## config.mk

```make
export PLATFORM = sky130hd
export DESIGN_NAME = multi_sprite_engine
export DESIGN_NICKNAME = d
export VERILOG_FILES = /design/src/rtl/mse_pkg.sv /design/src/rtl/mse_channel.sv /design/src/rtl/multi_sprite_engine.sv
export SDC_FILE = /design/constraint.sdc
export NUM_CORES = 2
export LEC_CHECK = 0
export CAP_MARGIN = 10
export CORE_MARGIN = 3
export CORE_UTILIZATION = 40
export CTS_CLUSTER_DIAMETER = 50
export DETAILED_ROUTE_END_ITERATION = 10
export GPL_TIMING_DRIVEN = 0
export SYNTH_ARGS = -nofsm -noshare
export SYNTH_HDL_FRONTEND = slang
export SYNTH_SLANG_ARGS = --single-unit
```

## constraint.sdc

```tcl
create_clock -name clk -period 4.8 [get_ports clk]
set_clock_uncertainty 0.2 [all_clocks]
set_input_delay 0.48 -clock clk [delete_from_list [all_inputs] [get_ports clk]]
set_output_delay 0.48 -clock clk [all_outputs]
set_load 0.02 [all_outputs]
```

## src/rtl/mse_pkg.sv

```systemverilog
// ============================================================================
// Module      : mse_pkg
// Description : Shared register offsets, widths and per-sprite register struct
//               for the multi-sprite engine.
// Revision    : 1.0 - initial release
// ============================================================================
`default_nettype none

package mse_pkg;

  localparam int CFG_DATA_W = 16;

  localparam logic [4:0] c_reg_x        = 5'd0;
  localparam logic [4:0] c_reg_y        = 5'd1;
  localparam logic [4:0] c_reg_color    = 5'd2;
  localparam logic [4:0] c_reg_enable   = 5'd3;
  localparam logic [4:0] c_reg_row_base = 5'd16;

  localparam logic [5:0] c_reset_color = 6'b110001;

  // Coordinates are held at full config width; only COORD_W low bits are ever nonzero.
  typedef struct packed {
    logic [CFG_DATA_W-1:0] x;
    logic [CFG_DATA_W-1:0] y;
    logic [5:0]            color;
    logic                  enable;
  } sprite_regs_t;

  function automatic sprite_regs_t reset_regs(input int idx, input int coord_w);
    sprite_regs_t regs;
    regs.x      = CFG_DATA_W'((16 * idx) % (1 << coord_w));
    regs.y      = CFG_DATA_W'((8 * idx) % (1 << coord_w));
    regs.color  = c_reset_color;
    regs.enable = (idx == 0);
    return regs;
  endfunction

endpackage

`default_nettype wire

```

## src/rtl/mse_channel.sv

```systemverilog
// ============================================================================
// Module      : mse_channel
// Description : One sprite: shadow/live registers, bitmap and hit detection.
// Revision    : 1.0 - initial release
// ============================================================================
`default_nettype none

module mse_channel
  import mse_pkg::*;
#(
  parameter int SPRITE_IDX    = 0,
  parameter int SPRITE_WIDTH  = 12,
  parameter int SPRITE_HEIGHT = 12,
  parameter int COORD_W       = 8
) (
  input  logic                  clk,
  input  logic                  reset_n,
  input  logic                  wr_en,
  input  logic [4:0]            wr_reg,
  input  logic [CFG_DATA_W-1:0] wr_data,
  input  logic                  commit,
  input  logic [COORD_W-1:0]    pixel_x,
  input  logic [COORD_W-1:0]    pixel_y,
  output logic                  hit,
  output logic [5:0]            color
);

  localparam int c_ext_w = CFG_DATA_W + 1;
  typedef logic [c_ext_w-1:0] ext_t;

  localparam sprite_regs_t c_reset_regs = reset_regs(SPRITE_IDX, COORD_W);

  sprite_regs_t r_shadow;
  sprite_regs_t r_live;
  logic [SPRITE_HEIGHT-1:0][SPRITE_WIDTH-1:0] r_bitmap;

  always_ff @(posedge clk or negedge reset_n) begin
    if (!reset_n) begin
      r_shadow <= c_reset_regs;
      r_live   <= c_reset_regs;
    end else begin
      if (commit) begin
        r_live <= r_shadow;
      end
      if (wr_en) begin
        case (wr_reg)
          c_reg_x:      r_shadow.x      <= CFG_DATA_W'(wr_data[COORD_W-1:0]);
          c_reg_y:      r_shadow.y      <= CFG_DATA_W'(wr_data[COORD_W-1:0]);
          c_reg_color:  r_shadow.color  <= wr_data[5:0];
          c_reg_enable: r_shadow.enable <= wr_data[0];
          default: ;
        endcase
      end
    end
  end

  always_ff @(posedge clk or negedge reset_n) begin
    if (!reset_n) begin
      r_bitmap <= '0;
    end else if (wr_en) begin
      for (int r = 0; r < SPRITE_HEIGHT; r++) begin
        if (wr_reg == c_reg_row_base + 5'(r)) begin
          r_bitmap[r] <= wr_data[SPRITE_WIDTH-1:0];
        end
      end
    end
  end

  // Bounds in one extra bit so a sprite near the edge is clipped, never wrapped.
  ext_t w_px, w_py, w_x0, w_y0, w_x1, w_y1, w_dx, w_dy;
  logic w_in_x, w_in_y, w_opaque;
  logic [SPRITE_WIDTH-1:0] w_row;

  assign w_px   = ext_t'(pixel_x);
  assign w_py   = ext_t'(pixel_y);
  assign w_x0   = ext_t'(r_live.x);
  assign w_y0   = ext_t'(r_live.y);
  assign w_x1   = w_x0 + ext_t'(SPRITE_WIDTH);
  assign w_y1   = w_y0 + ext_t'(SPRITE_HEIGHT);
  assign w_in_x = (w_px >= w_x0) && (w_px < w_x1);
  assign w_in_y = (w_py >= w_y0) && (w_py < w_y1);
  assign w_dx   = w_px - w_x0;
  assign w_dy   = w_py - w_y0;

  always_comb begin
    w_row    = '0;
    w_opaque = 1'b0;
    for (int r = 0; r < SPRITE_HEIGHT; r++) begin
      if (w_dy == ext_t'(r)) begin
        w_row = r_bitmap[r];
      end
    end
    for (int c = 0; c < SPRITE_WIDTH; c++) begin
      if (w_dx == ext_t'(c)) begin
        w_opaque = w_row[c];
      end
    end
  end

  assign hit   = r_live.enable && w_in_x && w_in_y && w_opaque;
  assign color = r_live.color;

  logic w_unused_data;
  assign w_unused_data = ^wr_data;

endmodule

`default_nettype wire

```

## src/rtl/multi_sprite_engine.sv

```systemverilog
// ============================================================================
// Module      : multi_sprite_engine
// Description : N-channel sprite overlay with fixed priority and optional
//               collision detection (enabled by macro MSE_COLLISION_EN).
// Revision    : 1.0 - initial release
// ============================================================================
`default_nettype none

module multi_sprite_engine
  import mse_pkg::*;
#(
  parameter int NUM_SPRITES   = 4,
  parameter int SPRITE_WIDTH  = 12,
  parameter int SPRITE_HEIGHT = 12,
  parameter int COORD_W       = 8
) (
  input  logic                   clk,
  input  logic                   reset_n,
  input  logic [COORD_W-1:0]     pixel_x,
  input  logic [COORD_W-1:0]     pixel_y,
  input  logic                   pixel_strobe,
  input  logic                   active,
  input  logic                   next_frame,
  input  logic                   cfg_valid,
  output logic                   cfg_ready,
  input  logic [7:0]             cfg_addr,
  input  logic [CFG_DATA_W-1:0]  cfg_data,
  output logic                   pix_valid,
  output logic [5:0]             pix_color,
  output logic [2:0]             pix_index,
  output logic [NUM_SPRITES-1:0] collision
);

  logic                        w_cfg_fire;
  logic [NUM_SPRITES-1:0]      w_wr_en;
  logic [NUM_SPRITES-1:0]      w_hits;
  logic [NUM_SPRITES-1:0][5:0] w_colors;

  // Writes are refused during the commit cycle so shadow and live never race.
  assign cfg_ready  = ~next_frame;
  assign w_cfg_fire = cfg_valid && cfg_ready;

  for (genvar s = 0; s < NUM_SPRITES; s++) begin : g_chan
    assign w_wr_en[s] = w_cfg_fire && (cfg_addr[7:5] == 3'(s));

    mse_channel #(
      .SPRITE_IDX   (s),
      .SPRITE_WIDTH (SPRITE_WIDTH),
      .SPRITE_HEIGHT(SPRITE_HEIGHT),
      .COORD_W      (COORD_W)
    ) u_chan (
      .clk    (clk),
      .reset_n(reset_n),
      .wr_en  (w_wr_en[s]),
      .wr_reg (cfg_addr[4:0]),
      .wr_data(cfg_data),
      .commit (next_frame),
      .pixel_x(pixel_x),
      .pixel_y(pixel_y),
      .hit    (w_hits[s]),
      .color  (w_colors[s])
    );
  end

  logic       w_any_hit;
  logic [5:0] w_win_color;
  logic [2:0] w_win_idx;

  // Walk from the top index down so the lowest-index hit is the last to land.
  always_comb begin
    w_any_hit   = 1'b0;
    w_win_color = '0;
    w_win_idx   = '0;
    for (int s = NUM_SPRITES - 1; s >= 0; s--) begin
      if (w_hits[s]) begin
        w_any_hit   = 1'b1;
        w_win_color = w_colors[s];
        w_win_idx   = 3'(s);
      end
    end
  end

  logic       r_pix_valid;
  logic [5:0] r_pix_color;
  logic [2:0] r_pix_index;

  always_ff @(posedge clk or negedge reset_n) begin
    if (!reset_n) begin
      r_pix_valid <= 1'b0;
      r_pix_color <= '0;
      r_pix_index <= '0;
    end else if (pixel_strobe) begin
      if (active) begin
        r_pix_valid <= w_any_hit;
        r_pix_color <= w_win_color;
        r_pix_index <= w_win_idx;
      end else begin
        r_pix_valid <= 1'b0;
        r_pix_color <= '0;
        r_pix_index <= '0;
      end
    end
  end

  assign pix_valid = r_pix_valid;
  assign pix_color = r_pix_color;
  assign pix_index = r_pix_index;

`ifdef MSE_COLLISION_EN
  logic [NUM_SPRITES-1:0] r_coll_acc;
  logic [NUM_SPRITES-1:0] r_collision;
  logic [NUM_SPRITES-1:0] w_acc_next;
  logic                   w_multi_hit;

  assign w_multi_hit = (w_hits & (w_hits - NUM_SPRITES'(1))) != '0;
  assign w_acc_next  = r_coll_acc | ((pixel_strobe && active && w_multi_hit) ? w_hits : '0);

  always_ff @(posedge clk or negedge reset_n) begin
    if (!reset_n) begin
      r_coll_acc  <= '0;
      r_collision <= '0;
    end else if (next_frame) begin
      r_collision <= w_acc_next;
      r_coll_acc  <= '0;
    end else begin
      r_coll_acc <= w_acc_next;
    end
  end

  assign collision = r_collision;
`else
  assign collision = '0;
`endif

endmodule

`default_nettype wire

```

==> flow_summary.toml <==
[clock_tree]
ctsRootBufferMaster = "clkbuf_16"
cts_buffer_depth = 3
clk_pin_slew_ns = 0.05
clock_sinks = 769
h-tree-depth = 3
tritoncts = "yes"
cts_buffers = 101
clk_latency_ns = 0.70

[placed_design]
place_congestion = 0.961
hpwl_mm = 101
place_ws_ns = -2.56
numPortBuffers = 38
dp.cells = 5228

[synthesis]
syn_area_um2 = 41900
synth_top_area_share_pct = 43.4
yosys.area_share.simple_pct = 11.0
synth_xor_area_share_pct = 1.23
synth_edf_count = 0
synth.area.mux_share_pct = 21.4
synth-compound-area-share_pct = 12.9
yosys.area_share.adder_pct = 3.97
synth_area_per_cell_um2 = 11.0
ys_top_cells_by_area = "dfrtp_1, mux2_2, ha_1, dfstp_2, nand2_1"
synth_cells = 3797
synth_top_family_by_area = "multiplexers"
yosysSeqAreaShare_pct = 46.1
yosys.area.top_type = "dfrtp_1"
synth_seq_cells = 769
synthArstFlopShare_pct = 100
synth_ff_type = "dfrtp_1"
yosysUniqueCellTypes = 112
ys_warn_count = 0

[global_routing]
grt_usage_pct = 25.5
grt_pass1_wl_mm = 210
overflow = 0
antenna_found_initial = 3
grt_pass1_vias = 32200
grt_max_degree = 106

[setup_path]
r2r_setup_slack_ns = 0.10
r2r_cells = 19
r2r-end = "pix_color[2]$_DFFE_PN0P_"
endpoint_kind = "register"
r2r-start = "g_chan[0].u_chan.r_live[13]$_DFFE_PN0P_"
worst_ep_required_time_ns = 5.14
critPathArrivalTime_ns = 5.06
start_kind = "input pin"
path_class = "in2reg"
worstPathMaxFanout = 10

[cells_and_area]
nets = 4152
layout_common_cells = "dfrtp_1, mux2_2, nand2_1"
fillers = 9601
syn2layout_area_growth_pct = 16.4
final_common_cell = "dfrtp_1"
final-instance-count-excl-fill = 5442
drive_above_1_share_pct = 30.4
final_util_pct = 47.0

[pwr]
cellPowerDensity_nw_per_um2 = 333
p_leak_nw = 21.5
ir_drop_v = 0.000336

[floorplan]
fp.dieH_um = 330
dieWidth_um = 330
core_area_um2 = 104000
io_pins = 61
die_area_um2 = 109000
rows = 118
initial_core_util_pct = 40.4

[sta]
worst_slew_pin_slew_ns = 1.23
drv_slew = 0
fmaxAchievable_mhz = 212
slew_headroom_pct = 17.8
setup_slack_ns = 0.0758
layout_min_cycle_time_ns = 4.72
finalCritPeriodShare_pct = 98.4
rsz0062_at_grt = "yes"
tns_ns = 0
hold_viol_final = 0
setup_violations = 0

[routing]
vias_per_cell = 6.02
drtPass1Iterations = 6
num_vias = 32800
drt_wl_total_mm = 140
drc = 0
ant_nets = 0
initialDrtViolationCount = 3046
routedWlPerCell_um = 25.8

[run]
maxCapViolations = 0

[hold_path]
worstHoldPathType = "in2async"

[run_status]
status = "completed"
## final cells by class
| cell class | instances | area, um2 | share of cell area [%] |
|---|---|---|---|
| Timing Repair Buffer | 83 | 927 | 1.90 |
| Tap cell | 1380 | 1730 | 3.54 |
| Buffer | 227 | 1010 | 2.07 |
| Antenna cell | 3 | 7.51 | 0.0154 |
| Inverter | 133 | 507 | 1.04 |
| Sequential cell | 769 | 19300 | 39.6 |
| Clock buffer | 131 | 2820 | 5.79 |
| Multi-Input combinational cell | 2663 | 21900 | 44.9 |
| Clock inverter | 53 | 557 | 1.14 |
## worst max-delay path by stage
stage / startpoint / to / slack [ns]
floorplan: pixel_y[0] / pix_valid$_DFFE_PN0P_ / 0.50
global placement: reset_n / g_chan[0].u_chan.r_bitmap[32]$_DFFE_PN0P_ / -32.40
detailed placement: pixel_y[1] / pix_valid$_DFFE_PN0P_ / -2.56
CTS: pixel_x[2] / pix_valid$_DFFE_PN0P_ / 0.0008
global route: pixel_y[0] / pix_index[0]$_DFFE_PN0P_ / -0.03
finish: pixel_y[0] / pix_valid$_DFFE_PN0P_ / 0.08
## cells by family (layout without fill, tap and decap cells)
group | Yosys count | count (layout)
AND/OR/NAND/NOR | 926 | 926
multiplexers | 774 | 774
AO/OA/AOI/OAI | 772 | 772
flip-flops | 769 | 769
buffers and inverters | 369 | 627
adder cells (fa/ha/maj) | 128 | 128
XOR/XNOR | 58 | 58
other | 1 | 8
## worst max-delay path: stages
cell,delay (ns)
clkdlybuf4s50_1,0.44
clkinvlp_4,0.09
buf_12,0.14
ha_1,0.18
inv_1,0.06
fa_1,0.64
clkbuf_2,0.30
buf_2,0.38
clkbuf_2,0.34
o21ai_0,0.22
o2bb2ai_1,0.18
nand3_1,0.12
a22oi_1,0.11
o21ai_0,0.35
o311ai_4,0.24
a31o_2,0.32
o41ai_4,0.37
o21ai_1,0.11
## stage by stage
step | hold WS, ns | power [W] | cell area (um2)
after floorplan | -0.0156 | 0.00786 | 41900
after global placement | 0.256 | 0.00858 | 44000
after detailed placement | 0.214 | 0.00860 | 44200
after CTS | 0.0701 | 0.0163 | 48300
after global routing | 0.118 | 0.0168 | 48700
final | 0.0968 | 0.0162 | 48800
## per-layer routing
layer	track usage (%)	up-vias	part of all wire [%]
met5	0	-	0.0093
li1	-	14400	-
met4	9.94	2	3.9
met2	40.2	1259	45
met3	4.18	294	6.6
met1	35.3	16800	44
## sequential cells by signal (all words and copies together), names as in the netlist
signal,count
g_chan.u_chan.r_bitmap,576
g_chan.u_chan.r_shadow,92
g_chan.u_chan.r_live,68
g_chan.u_chan.color,24
pix_color,6
pix_index,2
pix_valid,1
## what timing repair did
action | in CTS | in global routing
endpoints found under the setup margin | 9 | 9
buffers inserted | 19 | 16
resized for setup | 145 | 139
hold buffers | 1 | 0
cloned | 0 | 0
pin swaps | 10 | 19
endpoints found under the hold margin | 204 | 0
## power by group
| group | total [W] | internal [W] | leakage, nW | switching, W |
|---|---|---|---|---|
| Sequential | 0.00677 | 0.00667 | 10.5 | 0.000100 |
| Combinational | 0.00185 | 0.000592 | 9.42 | 0.00126 |
| Clock | 0.00761 | 0.00451 | 1.63 | 0.00310 |
| Total | 0.0162 | 0.0118 | 21.5 | 0.00446 |
## synthesized netlist by cell type, types with 19 or more instances
cell,n
dfrtp_1,727
mux2_2,710
nand2_1,278
nor2_1,205
o21ai_0,205
clkbuf_1,201
inv_1,133
a21oi_1,122
ha_1,120
nand3_1,95
nand4_1,61
nor3_1,58
dfstp_2,42
mux2i_1,39
xnor2_1,38
o211ai_1,33
o22ai_1,31
nor4_1,28
a31oi_1,27
o2111ai_1,27
a211oi_1,25
and3_1,25
mux4_2,25
nand2b_1,24
nor2b_1,24
o21a_1,23
a21o_1,22
and2_1,21
o31ai_1,20
xor2_1,19
(Power assumes the default switching activity.)
